**src/rtl/reservation_station_pkg.sv**
```systemverilog
// Shared types for the ALU-class reservation station: widths, opcode enum,
// entry layout and the CDB operand-capture helper.
package reservation_station_pkg;

    localparam int RS_SIZE   = 16;
    localparam int RS_IDX_W  = 4;
    localparam int ROB_IDX_W = 4;
    localparam int OPENUM_W  = 6;

    typedef logic [31:0]           data_t;
    typedef logic [ROB_IDX_W-1:0]  rob_idx_t;
    typedef logic [RS_IDX_W-1:0]   rs_idx_t;
    typedef logic [OPENUM_W-1:0]   openum_t;

    typedef enum logic [OPENUM_W-1:0] {
        OPENUM_NOP, OPENUM_LUI, OPENUM_AUIPC, OPENUM_JAL, OPENUM_JALR,
        OPENUM_BEQ, OPENUM_BNE, OPENUM_BLT, OPENUM_BGE, OPENUM_BLTU, OPENUM_BGEU,
        OPENUM_ADDI, OPENUM_SLTI, OPENUM_SLTIU, OPENUM_XORI, OPENUM_ORI,
        OPENUM_ANDI, OPENUM_SLLI, OPENUM_SRLI, OPENUM_SRAI,
        OPENUM_ADD, OPENUM_SUB, OPENUM_SLL, OPENUM_SLT, OPENUM_SLTU,
        OPENUM_XOR, OPENUM_SRL, OPENUM_SRA, OPENUM_OR, OPENUM_AND
    } openum_e;

    typedef struct packed {
        logic     ready;
        rob_idx_t tag;
        data_t    val;
    } cdb_t;

    typedef struct packed {
        data_t    val;
        rob_idx_t tag;
    } operand_t;

    typedef struct packed {
        logic     valid;
        openum_t  op;
        data_t    v1;
        rob_idx_t q1;
        data_t    v2;
        rob_idx_t q2;
        data_t    imm;
        data_t    pc;
        rob_idx_t rob_index;
    } rs_entry_t;

    // Capture a CDB value for a waiting operand; tag 0 already holds its value.
    function automatic operand_t resolve(input data_t val, input rob_idx_t tag,
                                         input cdb_t alu, input cdb_t lsb);
        resolve = '{val: val, tag: tag};
        if (tag != '0) begin
            if (alu.ready && alu.tag == tag)
                resolve = '{val: alu.val, tag: '0};
            else if (lsb.ready && lsb.tag == tag)
                resolve = '{val: lsb.val, tag: '0};
        end
    endfunction

endpackage

```
**src/rtl/rs_priority_enc.sv**
```systemverilog
// Lowest-set-bit finder: returns the index of the lowest asserted request
// and whether any request was asserted.
module rs_priority_enc #(
    parameter int N = 16,
    parameter int W = 4
) (
    input  logic [N-1:0] req,
    output logic [W-1:0] idx,
    output logic         found
);

    // NOTE: every always_comb output gets a default first so no path can
    // leave it unassigned and infer a latch.
    always_comb begin
        idx   = '0;
        found = 1'b0;
        for (int i = N - 1; i >= 0; i--) begin
            if (req[i]) begin
                idx   = W'(i);
                found = 1'b1;
            end
        end
    end

endmodule

```
**src/rtl/reservation_station.sv**
```systemverilog
// ALU-class reservation station: buffers issued ops, wakes operands from the
// ALU/LSB CDBs, and dispatches the lowest-indexed ready entry per cycle.
module reservation_station
    import reservation_station_pkg::*;
(
    input  logic                 clk_in,
    input  logic                 rst_in,
    input  logic                 rdy_in,
    input  logic                 rollback,
    input  logic                 issue_ready,
    input  logic                 issue_rs_ready,
    input  logic [OPENUM_W-1:0]  issue_op,
    input  logic [31:0]          issue_rs1_val,
    input  logic [ROB_IDX_W-1:0] issue_rs1_depend,
    input  logic [31:0]          issue_rs2_val,
    input  logic [ROB_IDX_W-1:0] issue_rs2_depend,
    input  logic [31:0]          issue_imm,
    input  logic [31:0]          issue_PC,
    input  logic [ROB_IDX_W-1:0] issue_rob_index,
    input  logic                 alu_result_ready,
    input  logic [ROB_IDX_W-1:0] alu_result_rob_index,
    input  logic [31:0]          alu_result_val,
    input  logic                 lsb_result_ready,
    input  logic [ROB_IDX_W-1:0] lsb_result_rob_index,
    input  logic [31:0]          lsb_result_val,
    output logic                 rs_full,
    output logic                 rs_to_alu_ready,
    output logic [OPENUM_W-1:0]  rs_to_alu_op,
    output logic [31:0]          rs_to_alu_rs1_val,
    output logic [31:0]          rs_to_alu_rs2_val,
    output logic [31:0]          rs_to_alu_imm,
    output logic [31:0]          rs_to_alu_PC,
    output logic [ROB_IDX_W-1:0] rs_to_alu_rob_index
);

    rs_entry_t        entries [RS_SIZE];
    rs_entry_t        woken   [RS_SIZE];
    operand_t         op1_w   [RS_SIZE];
    operand_t         op2_w   [RS_SIZE];
    logic [RS_SIZE-1:0] free_vec;
    logic [RS_SIZE-1:0] ready_vec;
    rs_idx_t          free_idx;
    rs_idx_t          sel_idx;
    logic             free_found;
    logic             sel_found;
    cdb_t             alu_cdb;
    cdb_t             lsb_cdb;
    operand_t         iss1;
    operand_t         iss2;
    rs_entry_t        new_entry;
    logic             issue_fire;

    assign alu_cdb = '{ready: alu_result_ready, tag: alu_result_rob_index, val: alu_result_val};
    assign lsb_cdb = '{ready: lsb_result_ready, tag: lsb_result_rob_index, val: lsb_result_val};

    always_comb begin
        free_vec  = '0;
        ready_vec = '0;
        for (int i = 0; i < RS_SIZE; i++) begin
            free_vec[i]  = !entries[i].valid;
            ready_vec[i] = entries[i].valid && entries[i].q1 == '0 && entries[i].q2 == '0;
        end
    end

    rs_priority_enc #(.N(RS_SIZE), .W(RS_IDX_W)) u_free_enc (
        .req   (free_vec),
        .idx   (free_idx),
        .found (free_found)
    );

    rs_priority_enc #(.N(RS_SIZE), .W(RS_IDX_W)) u_ready_enc (
        .req   (ready_vec),
        .idx   (sel_idx),
        .found (sel_found)
    );

    // Full only counts registered occupancy; a same-cycle dispatch frees nothing yet.
    assign rs_full    = !free_found;
    assign issue_fire = issue_ready && issue_rs_ready && free_found;

    // Both CDBs may complete different operands of the same entry this cycle.
    always_comb begin
        for (int i = 0; i < RS_SIZE; i++) begin
            woken[i] = entries[i];
            op1_w[i] = resolve(entries[i].v1, entries[i].q1, alu_cdb, lsb_cdb);
            op2_w[i] = resolve(entries[i].v2, entries[i].q2, alu_cdb, lsb_cdb);
            if (entries[i].valid) begin
                woken[i].v1 = op1_w[i].val;
                woken[i].q1 = op1_w[i].tag;
                woken[i].v2 = op2_w[i].val;
                woken[i].q2 = op2_w[i].tag;
            end
        end
    end

    assign iss1 = resolve(issue_rs1_val, issue_rs1_depend, alu_cdb, lsb_cdb);
    assign iss2 = resolve(issue_rs2_val, issue_rs2_depend, alu_cdb, lsb_cdb);

    always_comb begin
        new_entry = '{valid:     1'b1,
                      op:        issue_op,
                      v1:        iss1.val,
                      q1:        iss1.tag,
                      v2:        iss2.val,
                      q2:        iss2.tag,
                      imm:       issue_imm,
                      pc:        issue_PC,
                      rob_index: issue_rob_index};
    end

    // NOTE: all state here uses non-blocking assignment so every read sees
    // the pre-edge value regardless of statement order.
    always_ff @(posedge clk_in) begin
        if (rst_in) begin
            // NOTE: only the valid bits are reset; payload fields are never
            // read while invalid, so clearing the storage would be wasted logic.
            for (int i = 0; i < RS_SIZE; i++)
                entries[i].valid <= 1'b0;
            rs_to_alu_ready     <= 1'b0;
            rs_to_alu_op        <= '0;
            rs_to_alu_rs1_val   <= '0;
            rs_to_alu_rs2_val   <= '0;
            rs_to_alu_imm       <= '0;
            rs_to_alu_PC        <= '0;
            rs_to_alu_rob_index <= '0;
        end else if (rollback) begin
            for (int i = 0; i < RS_SIZE; i++)
                entries[i].valid <= 1'b0;
            rs_to_alu_ready <= 1'b0;
        end else if (!rdy_in) begin
            rs_to_alu_ready <= 1'b0;
        end else begin
            for (int i = 0; i < RS_SIZE; i++)
                entries[i] <= woken[i];

            if (sel_found) begin
                rs_to_alu_ready         <= 1'b1;
                rs_to_alu_op            <= entries[sel_idx].op;
                rs_to_alu_rs1_val       <= entries[sel_idx].v1;
                rs_to_alu_rs2_val       <= entries[sel_idx].v2;
                rs_to_alu_imm           <= entries[sel_idx].imm;
                rs_to_alu_PC            <= entries[sel_idx].pc;
                rs_to_alu_rob_index     <= entries[sel_idx].rob_index;
                entries[sel_idx].valid  <= 1'b0;
            end else begin
                rs_to_alu_ready <= 1'b0;
            end

            // The free slot is never the dispatching one: that entry is still valid.
            if (issue_fire)
                entries[free_idx] <= new_entry;
        end
    end

endmodule

```
**config.mk**
```make
export PLATFORM = sky130hd
export DESIGN_NAME = reservation_station
export DESIGN_NICKNAME = d
export VERILOG_FILES = /design/src/rtl/reservation_station_pkg.sv /design/src/rtl/rs_priority_enc.sv /design/src/rtl/reservation_station.sv
export SDC_FILE = /design/constraint.sdc
export NUM_CORES = 2
export LEC_CHECK = 0
export ABC_CLOCK_PERIOD_IN_PS = 8300
export BUFFER_PORTS_ARGS = -buffer_cell sky130_fd_sc_hd__buf_2
export CAP_MARGIN = 20
export CORE_MARGIN = 3
export CORE_UTILIZATION = 35
export DETAILED_ROUTE_END_ITERATION = 8
export PLACE_DENSITY_LB_ADDON = 0.05
export SLEW_MARGIN = 0
export SYNTH_ARGS = -nofsm -noshare
export SYNTH_HDL_FRONTEND = slang
export SYNTH_SLANG_ARGS = --single-unit
```
**constraint.sdc**
```tcl
create_clock -name clk_in -period 8.3 [get_ports clk_in]
set_input_delay 0.415 -clock clk_in [delete_from_list [all_inputs] [get_ports clk_in]]
set_output_delay 0.415 -clock clk_in [all_outputs]
set_load 0.02 [all_outputs]
```
=== Word level (Yosys, flattened, before mapping) ===
Memories as Yosys holds them, arrays and structs flattened. A register that Yosys moved wholly into a read port is not among the register bits.
Index checks and enable logic that the tools add are counted.

* Bits in registers: 1
* Latch bits: 0
* Memory bits (writable): 2352
* Bits in read-only memories: 0
* Bits of input ports: 226
* Output and inout bits: 140
* Logic and storage cells: 506
* Memories: 1

* $add $sub $neg: 0
* Multipliers: 0
* Divide/modulo/power cells: 0
* Magnitude comparators: 0
* Equality and inequality tests: 68
* Shift operators: 0
* Mux-type cells: 233
* Bitwise gates (word level): 33
* Reduce and logical (&&, ||, !) cells: 170

{| class="wikitable"
|+ Memory list
! memory !! words !! width !! rd ports !! clocked after Yosys merged registers in !! write ports !! RTL line !! RTL
|-
| entries || 16 || 147 || 17 || 1 || 18 || reservation_station.sv:36 || <nowiki>rs_entry_t entries [RS_SIZE];</nowiki>
|}

{| class="wikitable"
|+ Operators by type and width
! cell !! count
|-
| $mux W36 || 102
|-
| $mux W72 || 16
|-
| $eq A4 B4 Y1 || 68
|-
| $reduce_bool A4 Y1 || 34
|-
| $logic_not A4 Y1 || 32
|-
| $mux W4 || 32
|-
| $logic_and A1 B1 Y1 || 102
|-
| $mux W1 || 83
|-
| $or A1 B1 Y1 || 32
|-
| $reduce_and A3 Y1 || 1
|-
| $logic_not A1 Y1 || 1
|-
| $not A1 Y1 || 1
|}

=== Longest topological paths before layout ===
An unclocked memory read counts as a cell.

* Depth in word-level cells: 25
* Depth in mapped cells: 14
* Gate-level depth less buffers: 12

=== Modules after synthesis ===
Synthesis repeated with hierarchy kept, for this count alone.

* Cells, all modules: 7622
* Area, all modules: 122642.6 sq um

{| class="wikitable"
|+ Modules (own cells, without submodules)
! module !! instances !! cells an instance !! area each (sq um) !! sequential area each (sq um)
|-
| reservation_station || 1 || 7556 || 122284.8 || 73250.3
|-
| rs_priority_enc || 2 || 33 || 178.9 || 0.0
|}

=== Worst setup path before layout ===
OpenSTA, ideal clock, no wires.

* Kind: input to register
* From: in alu_result_rob_index[1]
* To: mem entries[6][100] in the netlist's numbering, enable pin
* Setup time: 0.441 ns
* Arrival time: 4.333 ns
* Data required time: 7.859 ns
* Slack: 3.526 ns
* Cell stages on the path: 9
* Buffers on the path: 3
* Cells stage by stage: clkbuf_1 -> buf_2 -> buf_2 -> xnor2_1 -> nand2_1 -> nor4_1 -> a31oi_1 -> or3b_2 -> a21oi_1

{| class="wikitable"
|+ RTL lines
! element !! RTL line !! RTL
|-
| start: declaration || reservation_station.sv:21 || <nowiki>input logic [ROB_IDX_W-1:0] alu_result_rob_index,</nowiki>
|-
| end: declaration || reservation_station.sv:36 ||
|}

==> flow_metrics.py <==
metrics = {
    "outcome": {
        "outcome": "complete, no violations",
    },
    "die": {
        "coreArea_mm2": 0.344,
        "num_io_pins": 366,
        "die_w_um": 595,
        "die_h_um": 595,
        "num_rows": 215,
        "start_util_pct": 35.3,
        "dieArea_mm2": 0.354,
    },
    "grt": {
        "grt_pass1_vias": 86400,
        "grt_pass1_wl_um": 726000,
        "grt_overflow": 0,
        "grt_max_degree": 144,
        "antenna_found_initial": 62,
        "grt_usage_pct": 29.1,
    },
    "sta": {
        "whs_ns": 0.0867,
        "slew_viol_final": 0,
        "hold_viol": 0,
        "rsz0062_at_grt": "false",
        "tns_ns": 0,
        "min_period_ns": 5.32,
        "postLayoutSetupSlackWorst_ns": 2.98,
        "setup_violations": 0,
        "fin_crit_sh_pct": 64.0,
        "fmax_ghz": 0.188,
        "fin_worst_skew_ns": 0.0475,
        "tightest_slew_ns": 1.19,
        "slew_headroom_pct": 20.6,
    },
    "power": {
        "power_density_mw_per_mm2": 206,
        "p_leak_nw": 49.4,
        "total_power_mw": 28.6,
        "irDropWorstVdd_v": 0.000152,
    },
    "critical_path": {
        "worst-path-max-fanout": 37,
        "worstPathCellList": "nand2b_1, a21boi_1, o21ai_1, a21boi_0, o21ai_1, a21boi_1, o21ai_2, a21oi_1, nand3_4, a21oi_4, buf_4",
        "worstPathRequired_ns": 8.83,
        "critPathBufInv": 1,
        "cp-start-kind": "flip-flop",
        "end_kind": "flip-flop",
        "reg2reg_from": "entries[14][146]",
        "worst-endpoint-arrival_ns": 5.85,
        "worstSetupPathType": "flip-flop to flip-flop",
        "cp_slowest_stage_delay_ns": 1.18,
        "crit_start": "entries[14][146]",
        "critPathTopFamily": "compound AO/OA/AOI/OAI gates",
        "critical-path-slowest-cell": "a21oi_4",
    },
    "layout": {
        "final_core_util_pct": 40.3,
        "postLayoutCellArea_mm2": 0.139,
        "fillCellCount": 32700,
        "synthToLayoutAreaGrowth_pct": 14.1,
        "nets": 10700,
        "drive_above_1_share_pct": 14.3,
        "final_cells": 15300,
    },
    "detailed_routing": {
        "drt-total-wl_um": 533000,
        "drc_errors": 0,
        "num_vias": 91000,
        "vias_per_cell": 5.96,
        "antenna_left": 0,
        "first_pass_iters": 8,
        "drt-initial-drc-count": 10600,
        "wire_per_inst_um": 34.9,
    },
    "hold_path": {
        "hp-class": "input pin to flip-flop",
        "min_from": "issue_rs2_val[24]",
    },
    "synthesis": {
        "synthDistinctLibCells": 54,
        "ys_warn_count": 0,
        "synth_cells": 10500,
        "syn_area_mm2": 0.121,
        "yosysSeqAreaShare_pct": 60.3,
        "syn_area_per_cell_um2": 11.6,
        "synth-seq-cells": 2491,
        "postSynthNetCount": 10700,
    },
    "place": {
        "place_area_mm2": 0.128,
        "preCtsSetupSlack_ns": 3.00,
        "dp_hpwl_um": 286000,
        "dp.cells": 14600,
        "io_buffers": 365,
        "gp_congestion": 0.875,
    },
    "cts": {
        "cts_root_buf": "clkbuf_16",
        "cts_made_buffers": 303,
        "numClockSinks": 2491,
        "clkSlewWorstSetupHoldPaths_ns": 0.06,
        "cts-resized-gates": 0,
        "cts_tree": "done",
        "ctsLongestPathBuffers": 4,
        "clk_latency_ns": 0.93,
        "htreeDepth": 5,
    },
    "flow_run": {
        "cap_violations": 0,
    },
}
[flip-flops by register name, indices dropped and copies added (netlist names)]
name and cells:
rs_to_alu_PC 32, rs_to_alu_rob_index 4, rs_to_alu_ready 1, rs_to_alu_imm 32, rs_to_alu_rs1_val 32, entries 2352
rs_to_alu_rs2_val 32, rs_to_alu_op 6
[cell families (layout without fill, tap and decap cells)]
| kind of cell | after synthesis | after routing | synth area share (%) |
|---|---|---|---|
| multiplexers | 1198 | 1198 | 10.1 |
| XOR/XNOR | 269 | 269 | 1.94 |
| AO/OA/AOI/OAI | 2609 | 2609 | 12.9 |
| other | 0 | 22 | 0 |
| flip-flops | 2491 | 2491 | 60.3 |
| buffers and inverters | 1144 | 1342 | 4.00 |
| AND/OR/NAND/NOR | 2773 | 2773 | 10.7 |
[cell usage after synthesis (all sizes together)]
| library cell | n | area, um^2 |
|---|---|---|
| and2 | 4 | 25.0 |
| o21bai | 1 | 7.51 |
| and3b | 1 | 8.76 |
| a21oi | 1095 | 5480 |
| nand2 | 1368 | 5130 |
| xnor2 | 67 | 587 |
| mux2i | 942 | 9430 |
| nor3 | 172 | 861 |
| a2111o | 1 | 11.3 |
| dfxtp | 155 | 3100 |
| nor2 | 284 | 1070 |
| and3 | 9 | 56.3 |
| mux2 | 256 | 2880 |
| or2 | 6 | 37.5 |
| o41ai | 1 | 8.76 |
| a2111oi | 1 | 27.5 |
| nand2b | 6 | 37.5 |
| nor4 | 206 | 1380 |
| nor2b | 513 | 3210 |
| or3b | 23 | 201 |
| a222oi | 1 | 10.0 |
| a211oi | 651 | 4910 |
| nand3 | 93 | 470 |
| a31oi | 34 | 228 |
| buf | 408 | 2100 |
| a41oi | 1 | 8.76 |
| edfxtp | 2336 | 70100 |
| o21ai | 327 | 1640 |
| clkbuf | 708 | 2660 |
| or3 | 78 | 488 |
| o211ai | 15 | 118 |
| nand4 | 8 | 50.1 |
| o22a | 64 | 561 |
| a21boi | 4 | 30.0 |
| xor2 | 202 | 1770 |
| nand3b | 2 | 15.0 |
| o311ai | 4 | 35.0 |
| o22ai | 408 | 2550 |
| a21o | 1 | 7.51 |
| inv | 28 | 105 |
[worst register-to-register path, cell delays in order (launching register included)]
cell,delay [ns]
dfxtp_1,0.47
nand2b_1,0.12
a21boi_1,0.20
o21ai_1,0.08
a21boi_0,0.30
o21ai_1,0.09
a21boi_1,0.23
o21ai_2,0.23
a21oi_1,0.49
nand3_4,0.90
a21oi_4,1.19
buf_4,0.64
[cell usage in the layout (no fill, tap or decap), drive strengths merged, types with 78 or more instances in the layout]
master  instances
clkbuf        437
buf           682
mux2i         942
a21oi        1095
nand2        1368
nand3          93
edfxtp       2336
dfxtp         155
nor2b         513
or3            78
clkinv         83
o21ai         327
nor4          206
mux2          256
nor2          284
a211oi        651
nor3          172
o22ai         408
xor2          202
[power breakdown]
| part | leakage (nW) | switching [mW] | internal [mW] |
|---|---|---|---|
| combinational | 22.5 | 1.05 | 0.506 |
| sequential | 22.2 | 0.00813 | 13.7 |
| clock | 4.73 | 5.54 | 7.73 |
| total | 49.4 | 6.60 | 22.0 |
[area by class of cell]
cell class	instances	area [um^2]	share of cell area, %
sequential	2491	73300	52.8
multi-input combinational	6849	44200	31.9
clock buffer	437	8530	6.16
tap	4557	5700	4.11
timing repair buffer	759	5450	3.93
clock inverter	118	1180	0.849
inverter	28	200	0.144
antenna	22	55.1	0.0397
[layer usage]
layer / share of wire [%] / vias to the layer above / GRT usage, %
met4: 3.5 / 10 / 9.68
met2: 44 / 4373 / 44.0
li1: - / 39000 / -
met5: 0.011 / - / 0
met3: 8.2 / 760 / 5.25
met1: 44 / 46800 / 41.9
[worst paths after layout]
kind	end	slack (ns)	cells after the start
max reg2reg	entries[9][102]	2.98	11
min reg2reg	rs_to_alu_PC[23]	0.49	2
min	entries[12][96]	0.09	4
max	entries[9][102]	2.98	11
[timing repair]
item,4_1_cts,5_1_grt
setup buffers,0,0
hold buffers,77,0
endpoints found under the hold margin,1210,0
(Power assumes the default switching activity.)
